==> config.mk <==
export PLATFORM = sky130hd
export DESIGN_NAME = pipe_loopback
export DESIGN_NICKNAME = d
export VERILOG_FILES = /design/src/rtl/pipe_loopback.sv
export SDC_FILE = /design/constraint.sdc
export NUM_CORES = 1
export LEC_CHECK = 0
export ABC_AREA = 0
export BUFFER_PORTS_ARGS = -buffer_cell sky130_fd_sc_hd__buf_2
export CORE_ASPECT_RATIO = 0.7
export CORE_MARGIN = 4
export CORE_UTILIZATION = 45
export DETAILED_ROUTE_END_ITERATION = 12
export PLACE_DENSITY = 0.72
export SYNTH_ARGS = -nofsm -noshare
export SYNTH_HDL_FRONTEND = slang
export SYNTH_SLANG_ARGS = --single-unit
==> constraint.sdc <==
create_clock -name clk -period 5.8 [get_ports clk]
set_clock_uncertainty 0.05 [all_clocks]
set_input_delay 0.29 -clock clk [delete_from_list [all_inputs] [get_ports clk]]
set_output_delay 0.29 -clock clk [all_outputs]
set_load 0.005 [all_outputs]
==> src/rtl/pipe_loopback.sv <==
// pipe_loopback: buffered, mode-selectable echo engine between a pipe source and sink.
// Modes: 00 echo, 01 line-buffered echo, 10 uppercase echo, 11 sink; plus counters and activity stretcher.
module pipe_loopback #(
    parameter int         DataWidth      = 8,
    parameter int         Depth          = 16,
    parameter logic [7:0] LineChar       = 8'h0D,
    parameter int         ActivityCycles = 2400000,
    parameter int         CountWidth     = 16
) (
    input  logic                   clk,
    input  logic                   reset_n,
    input  logic [1:0]             mode,
    input  logic [DataWidth-1:0]   in_data,
    input  logic                   in_valid,
    output logic                   in_ready,
    output logic [DataWidth-1:0]   out_data,
    output logic                   out_valid,
    input  logic                   out_ready,
    output logic [$clog2(Depth):0] level,
    output logic [CountWidth-1:0]  rx_count,
    output logic [CountWidth-1:0]  tx_count,
    output logic                   activity
);
    localparam int AW  = $clog2(Depth);
    localparam int PW  = AW + 1;
    localparam int ACW = $clog2(ActivityCycles + 1);
    localparam logic [PW-1:0]  DEPTH_P  = PW'(Depth);
    localparam logic [ACW-1:0] ACT_LOAD = ACW'(ActivityCycles - 1);
    localparam logic [1:0] MODE_ECHO  = 2'b00;
    localparam logic [1:0] MODE_LINE  = 2'b01;
    localparam logic [1:0] MODE_UPPER = 2'b10;
    localparam logic [1:0] MODE_SINK  = 2'b11;

    function automatic logic [7:0] to_upper(input logic [7:0] c);
        logic [7:0] r;
        if (c >= 8'h61 && c <= 8'h7A) begin
            r = c - 8'h20;
        end else begin
            r = c;
        end
        return r;
    endfunction

    logic [DataWidth-1:0]  r_mem [Depth];
    logic [PW-1:0]         r_wr_ptr;
    logic [PW-1:0]         r_rd_ptr;
    logic [PW-1:0]         r_commit_ptr;
    logic                  r_commit_all;
    logic                  r_in_ready;
    logic                  r_out_valid;
    logic [CountWidth-1:0] r_rx_count;
    logic [CountWidth-1:0] r_tx_count;
    logic [ACW-1:0]        r_act_cnt;

    logic                 w_push;
    logic                 w_pop;
    logic                 w_store;
    logic                 w_release;
    logic [PW-1:0]        w_level;
    logic [PW-1:0]        w_wr_next;
    logic [PW-1:0]        w_rd_next;
    logic [PW-1:0]        w_commit_next;
    logic [PW-1:0]        w_level_next;
    logic [DataWidth-1:0] w_wdata;

    // Transfer detection and next-state pointer arithmetic.
    always_comb begin
        w_push  = in_valid && r_in_ready;
        w_pop   = r_out_valid && out_ready;
        w_level = r_wr_ptr - r_rd_ptr;
        // The full guard only matters right after leaving sink mode with a full buffer.
        w_store   = w_push && (mode != MODE_SINK) && (w_level != DEPTH_P);
        w_wr_next = w_store ? (r_wr_ptr + PW'(1)) : r_wr_ptr;
        w_rd_next = w_pop ? (r_rd_ptr + PW'(1)) : r_rd_ptr;
        w_level_next = w_wr_next - w_rd_next;
        // Commit lags the write pointer by one edge so a stored byte is visible one cycle later.
        if (r_commit_all || (mode != MODE_LINE)) begin
            w_commit_next = r_wr_ptr;
        end else begin
            w_commit_next = r_commit_ptr;
        end
        w_release = (mode != MODE_LINE) || (w_level_next == DEPTH_P) ||
                    (w_store && (in_data[7:0] == LineChar));
        w_wdata = in_data;
        case (mode)
            MODE_UPPER: w_wdata[7:0] = to_upper(in_data[7:0]);
            MODE_ECHO, MODE_LINE, MODE_SINK: w_wdata = in_data;
            default:    w_wdata = in_data;
        endcase
    end

    // Pointer, flag and counter state.
    always_ff @(posedge clk or negedge reset_n) begin
        if (!reset_n) begin
            r_wr_ptr     <= '0;
            r_rd_ptr     <= '0;
            r_commit_ptr <= '0;
            r_commit_all <= 1'b0;
            r_in_ready   <= 1'b0;
            r_out_valid  <= 1'b0;
            r_rx_count   <= '0;
            r_tx_count   <= '0;
            r_act_cnt    <= '0;
        end else begin
            r_wr_ptr     <= w_wr_next;
            r_rd_ptr     <= w_rd_next;
            r_commit_ptr <= w_commit_next;
            r_commit_all <= w_release;
            r_in_ready   <= (w_level_next < DEPTH_P) || (mode == MODE_SINK);
            r_out_valid  <= (w_rd_next != w_commit_next);
            if (w_push) begin
                r_rx_count <= r_rx_count + CountWidth'(1);
            end
            if (w_pop) begin
                r_tx_count <= r_tx_count + CountWidth'(1);
            end
            if (w_push || w_pop) begin
                r_act_cnt <= ACT_LOAD;
            end else if (r_act_cnt != '0) begin
                r_act_cnt <= r_act_cnt - ACW'(1);
            end
        end
    end

    // Storage array; contents need no reset because pointers gate every read.
    always_ff @(posedge clk) begin
        if (w_store) begin
            r_mem[r_wr_ptr[AW-1:0]] <= w_wdata;
        end
    end

    assign in_ready  = r_in_ready;
    assign out_valid = r_out_valid;
    assign out_data  = r_mem[r_rd_ptr[AW-1:0]];
    assign level     = w_level;
    assign rx_count  = r_rx_count;
    assign tx_count  = r_tx_count;
    assign activity  = (r_act_cnt != '0) || w_push || w_pop;

endmodule
# Yosys cells after proc, flatten, opt, wreduce, memory -nomap -nowiden
# Memories as Yosys holds them, arrays and structs flattened.
# Index checks and enable logic that the tools add are counted.
# totals
reg_bits,72
mem_bits_rw,128
inputBits,14
out_inout_bits,48
wordCells,56
mem_count,1
# memory_table
name,words,width,read_ports,rd_ports_with_merged_regs,write_ports,line,text
r_mem,16,8,1,0,1,44,logic [DataWidth-1:0] r_mem [Depth];
# op_classes
add_sub_neg,8
magnitude_cmp,3
n_eq_ne,9
n_mux,9
n_reduce_logical,17
# op_table
cell,count
22-bit 2-to-1 mux,2
"16-bit by 1-bit adder with 16-bit output, second input constant",2
22-bit nonzero test,1
"22-bit by 1-bit subtractor with 22-bit output, second input constant",1
8-bit case mux with 2 select lines,1
5-bit 2-to-1 mux,3
"5-bit by 1-bit adder with 5-bit output, second input constant",2
5-bit subtractor,2
"8-bit by 4-bit == test with 1-bit output, second input constant",1
"8-bit by 7-bit greater-or-equal comparator with 1-bit output, second input constant",1
"8-bit by 7-bit less-or-equal comparator with 1-bit output, second input constant",1
8-bit 2-to-1 mux,1
"8-bit by 6-bit subtractor with 8-bit output, second input constant",1
1-bit logical OR,7
1-bit logical AND,6
"5-bit == test, second input constant",1
"5-bit < comparator, second input constant",1
5-bit inequality test,1
"5-bit inequality test, second input constant",1
"2-bit == test, second input constant",2
3-bit OR reduction,1
"2-bit by 1-bit == test with 1-bit output, second input constant",1
2-bit zero test,1
1-bit 2-to-1 mux,2
other kinds (3),3

# Longest topological paths before layout
# logic_depth
word_depth,8
mapped_depth,17
ltp_nobuf,17

# Worst setup path after synthesis
# OpenSTA, ideal clock, no wires.
# synth_path
path_kind,register to register
start,reg r_wr_ptr[0]
end,reg r_commit_all
setup_time_ns,0.065
arrival_ns,3.558
required_ns,5.685
path_slack_ns,2.127
stages_incl_launch_ff,16
path_buffers,0
period_less_slack_ns,3.673
cell_sequence,dfrtp_1 > inv_1 > ha_1 > fa_1 > nand2b_1 > o2bb2ai_1 > xnor2_1 > a31oi_2 > nand2_1 > xnor2_1 > ha_1 > a221oi_1 > xor2_1 > nand4_1 > o311ai_0 > a21o_1
# synth_between
elab_chain_cells,8
word_cells_on_any_way,10
classes_between,3 x add/sub; 2 x eq/ne; 1 x mux; 4 x reduce/logical
# synth_rtl
item,line,text
from (decl),45,logic [PW-1:0] r_wr_ptr;
from (signal assigned),105,r_wr_ptr <= w_wr_next;
5-bit subtractor,70,w_level = r_wr_ptr - r_rd_ptr;
via level[4],19,"output logic [$clog2(Depth):0] level,"
5-bit inequality test,72,w_store = w_push && (mode != MODE_SINK) && (w_level != DEPTH_P);
1-bit logical AND,72,
5-bit 2-to-1 mux,73,w_wr_next = w_store ? (r_wr_ptr + PW'(1)) : r_wr_ptr;
via w_wr_next[2],60,logic [PW-1:0] w_wr_next;
5-bit subtractor,75,w_level_next = w_wr_next - w_rd_next;
5-bit == test,82,w_release = (mode != MODE_LINE) || (w_level_next == DEPTH_P) ||
1-bit logical OR (2 in series),82,
via w_release,58,logic w_release;
to (signal assigned),108,r_commit_all <= w_release;
to (decl),48,logic r_commit_all;
# The timed path passes the listed nets, and every way through them passes these cells.
# A chain may end at the register's enable or synchronous reset.

# Worst setup path after layout
# layout_path
start,reg r_wr_ptr[0]
end,reg r_commit_all
# layout_between
elab_chain_cells,8
word_cells_on_any_way,10
classes_between,3 x add/sub; 2 x eq/ne; 1 x mux; 4 x reduce/logical
# layout_rtl
item,line
5-bit subtractor,70
5-bit inequality test,72
1-bit logical AND,72
5-bit 2-to-1 mux (*),73
via w_wr_next[2],60
5-bit subtractor (*),75
5-bit == test (*),82
1-bit logical OR (*) (2 in series),82
via w_release,58
# The timed path passes the listed nets; every way through them passes the cells marked *.

==> out/qor.txt <==
Result of the run - complete, no violations
Violation count after the first detailed-routing iteration - 412
Pre-CTS WS - 1.67 ns
Worst rel slew slack - 26.7%
Global Route Usage Sum - 17.6%
Share of synthesized area occupied by flip-flops and latches - 65.3%
Maximum ir drop on the vdd rail - 0.229 mV
Average via count per standard cell - 5.56
Cell count after placement - 901
Leading cell types by count after synthesis - sky130_fd_sc_hd__edfxtp_1, sky130_fd_sc_hd__nand2_1, sky130_fd_sc_hd__dfrtp_1
Clk_lat worst skew - 0.43 ns
DRC viols - 0
Maximum net fanout on the critical path - 10
Critical Path Start - r_wr_ptr[0]
Core Area - 18900 µm²
Max clock buf depth - 2
Static Leakage - 3.69 nW
Final Instance Count excl. Fillers - 932
Ordered cell list for the critical path - inv_1, ha_1, fa_1, nand2b_1, o2bb2ai_1, xnor2_1, a31oi_2, nand2_1, xnor2_1, ha_1, a221oi_1, xor2_1, nand4_1, o311ai_0, a21o_1
Final wirelength - 18300 µm
Antenna violations before repair - 0
Pin count of the biggest net entering global routing - 73
Net count reported at finish - 711
Mapped Avg Cell Area - 14.2 µm²
Shortest period the worst path allows - 4.23 ns
Via count of the first global-routing pass - 5161
Cts bufs inserted - 17
TritonCTS Sinks - 200
Area Growth Syn to Fin - 13.9%
Largest stage delay on the critical path - 0.45 ns
Post-CTS Setup Inserts - 0
Summed negative setup slack over all endpoints - 0 ns
Number of standard cells after synthesis - 608
Ratio of cells with drive above 1 in the final layout - 20.7%
Maximum Capacitance Violations - 0
Final-report hold violation count - 0
Wl on met1 - 8400 µm
Min setup slack post-route - 1.57 ns
Chip Width - 174 µm
Fraction of the cycle the final worst path needs - 73.0%
Most frequently used flop master after synthesis - sky130_fd_sc_hd__edfxtp_1
Full die area - 21500 µm²
Design Power - 4.65 mW
Number of rows in the core area - 42
Hold_buf cts - 0
Synthesized net count - 641
Initial standard-cell utilization of the core - 45.8%
Register bit total from synthesis - 200
CP Data Required Time - 6.12 ns
Arrival time worst endpoint - 4.56 ns
Die outline height - 124 µm
Source of the worst register-to-register timing path - r_wr_ptr[0]
Critical path's slowest cell - sky130_fd_sc_hd__a31oi_2
Total of endpoints with negative setup slack in the final report - 0
Final core utilization - 52.2%
First-pass iteration count of the detailed router - 7
N_diodes - 0
Ys Warns - 0
Maximum frequency from static timing analysis - 236 MHz
Cell at the root of the clock tree - sky130_fd_sc_hd__clkbuf_16
Routed via count - 5182
First-pass GRT wire length - 28900 µm
Number of cells upsized or downsized after cts - 0
Overflow left after global routing - 0
Type of the worst setup path - register to register
Element type at the critical path end - register
Setup crit start kind - register
# IOs - 62
Final Wtd Congestion - 0.882
Dominant cell by count in the synthesized netlist - sky130_fd_sc_hd__edfxtp_1
Measured slew at the worst slew-check pin - 1.09 ns
Fraction of post-synthesis cell area in the top cell type by area - 44.5%
Cell accounting for the most synthesized area - sky130_fd_sc_hd__edfxtp_1
Routed wirelength normalized by instance count - 19.6 µm
Clock transition at the registers of the reported paths - 0.07 ns
Antenna Violating Nets Remaining - 0
Detailed placement HPWL - 12400 µm
TritonCTS clock tree - yes
Top sig layer - met4
Synth Cell Area - 8640 µm²
Final Max Tran Viols - 0
Largest cells by area after synthesis - sky130_fd_sc_hd__edfxtp_1, sky130_fd_sc_hd__dfrtp_1, sky130_fd_sc_hd__mux4_2, sky130_fd_sc_hd__xnor2_1, sky130_fd_sc_hd__nand2_1
Share of synthesized flip-flops with an asynchronous set or reset - 36.0%
Power density over the cells - 472 nW/µm²
Post-synth EDFFs - 128
Unrepaired setup endpoints after global routing - no
H-tree levels - 4
Met3 wire length - 907 µm
Min-Delay Path Class - input port to async pin
Met2 routed WL - 8560 µm
Distinct cell type count after synthesis - 50
Number of I/O port buffers - 61
-- layout by cell type (no fill, tap or decap), types with 2 or more instances in the layout --
master                       Yosys  layout
sky130_fd_sc_hd__a31oi_1         8       8
sky130_fd_sc_hd__nand3b_1        3       3
sky130_fd_sc_hd__nand2_1        87      87
sky130_fd_sc_hd__o21ai_0         8       8
sky130_fd_sc_hd__nor2_1         40      40
sky130_fd_sc_hd__mux2_2          3       3
sky130_fd_sc_hd__buf_4           0       8
sky130_fd_sc_hd__nand3_1        14      14
sky130_fd_sc_hd__clkbuf_16       0      17
sky130_fd_sc_hd__a21oi_1        11      11
sky130_fd_sc_hd__ha_1           18      18
sky130_fd_sc_hd__dfrtp_1        72      71
sky130_fd_sc_hd__nor3_1         14      14
sky130_fd_sc_hd__bufinv_16       0       4
sky130_fd_sc_hd__xor2_1         13      13
sky130_fd_sc_hd__clkbuf_1       13       3
sky130_fd_sc_hd__mux2i_1         2       2
sky130_fd_sc_hd__buf_2           4      61
sky130_fd_sc_hd__mux4_2         32      32
sky130_fd_sc_hd__xnor2_1        50      50
sky130_fd_sc_hd__a21o_1          2       2
sky130_fd_sc_hd__o31ai_1         3       3
sky130_fd_sc_hd__nor2b_1         2       2
sky130_fd_sc_hd__clkinv_1        2       2
sky130_fd_sc_hd__nor4_1          2       2
sky130_fd_sc_hd__nand4_1         9       9
sky130_fd_sc_hd__and3_1         17      17
sky130_fd_sc_hd__inv_6           0       2
sky130_fd_sc_hd__or3_1           3       3
sky130_fd_sc_hd__edfxtp_1      128     128
sky130_fd_sc_hd__clkinvlp_4      0       2
sky130_fd_sc_hd__nor3b_1         3       3
sky130_fd_sc_hd__nand2b_1        6       6
sky130_fd_sc_hd__and2_1          2       2
sky130_fd_sc_hd__inv_1          16      16
sky130_fd_sc_hd__or4_1           2       2
-- report_power, final --
group | total, mW | switching (mW) | internal, mW | leakage (nW)
Combinational | 1.61 | 0.918 | 0.696 | 1.38
Clock | 1.23 | 0.507 | 0.721 | 0.287
Sequential | 1.80 | 0.135 | 1.67 | 2.02
Total | 4.65 | 1.56 | 3.09 | 3.69
-- cell type report --
type	count	area, µm²
Clock buffer	20	437
Clock inverter	11	171
Multi-Input combinational cell	371	2850
Inverter	19	71.3
Tap cell	242	303
Sequential cell	200	5650
Fill cell	1523	9030
Timing Repair Buffer	69	365
-- per-layer routing --
layer | up-vias | global-route usage [%]
met4 | 0 | 6.97
met3 | 24 | 3.58
met5 | - | 0
li1 | 2357 | -
met1 | 2655 | 25.4
met2 | 146 | 26.6
-- state kept, by name, summed over array words and instances (netlist names) --
signal,flops
r_mem,128
in_ready,1
tx_count,16
out_valid,1
r_commit_all,1
r_rd_ptr,5
r_wr_ptr,5
r_act_cnt,22
rx_count,16
r_commit_ptr,5
-- worst max-delay path: cells and delay by family, from the launching register on --
kind	cells	cell delay (ns)
buf+inv	1	0.13
fa+ha+maj	3	1.01
xor+xnor	3	0.64
simple gates	3	0.52
compound gates	5	1.39
flops	1	0.44
-- path summary, 6_finish.rpt --
path                                end  slack [ns]  depth (start not counted)
max                        r_commit_all        1.57                         15
min                        r_act_cnt[4]       0.008                          2
max reg2reg                r_commit_all        1.57                         15
min reg2reg                rx_count[15]        0.42                          1
max in group asynchronous   r_rd_ptr[0]        5.02                          2
min in group clk               in_ready        0.06                          3
-- kinds of logic after synthesis --
kind of cell / Yosys count / share of synthesized area (%)
fa+ha+maj: 19 / 2.84
flops: 200 / 65.3
xor+xnor: 63 / 6.38
mux: 37 / 8.96
simple gates: 214 / 12.0
compound gates: 38 / 2.78
buf+inv: 37 / 1.75
-- through the flow --
step                      hold WS (ns)  cell area (µm²)
after floorplan                -0.0556             8640
after detailed placement         0.412             9230
after global routing            0.0853             9840
final                          0.00780             9840
after CTS                       0.0496             9840
after global placement           0.405             9230
Power figures use the tool's default switching activity.
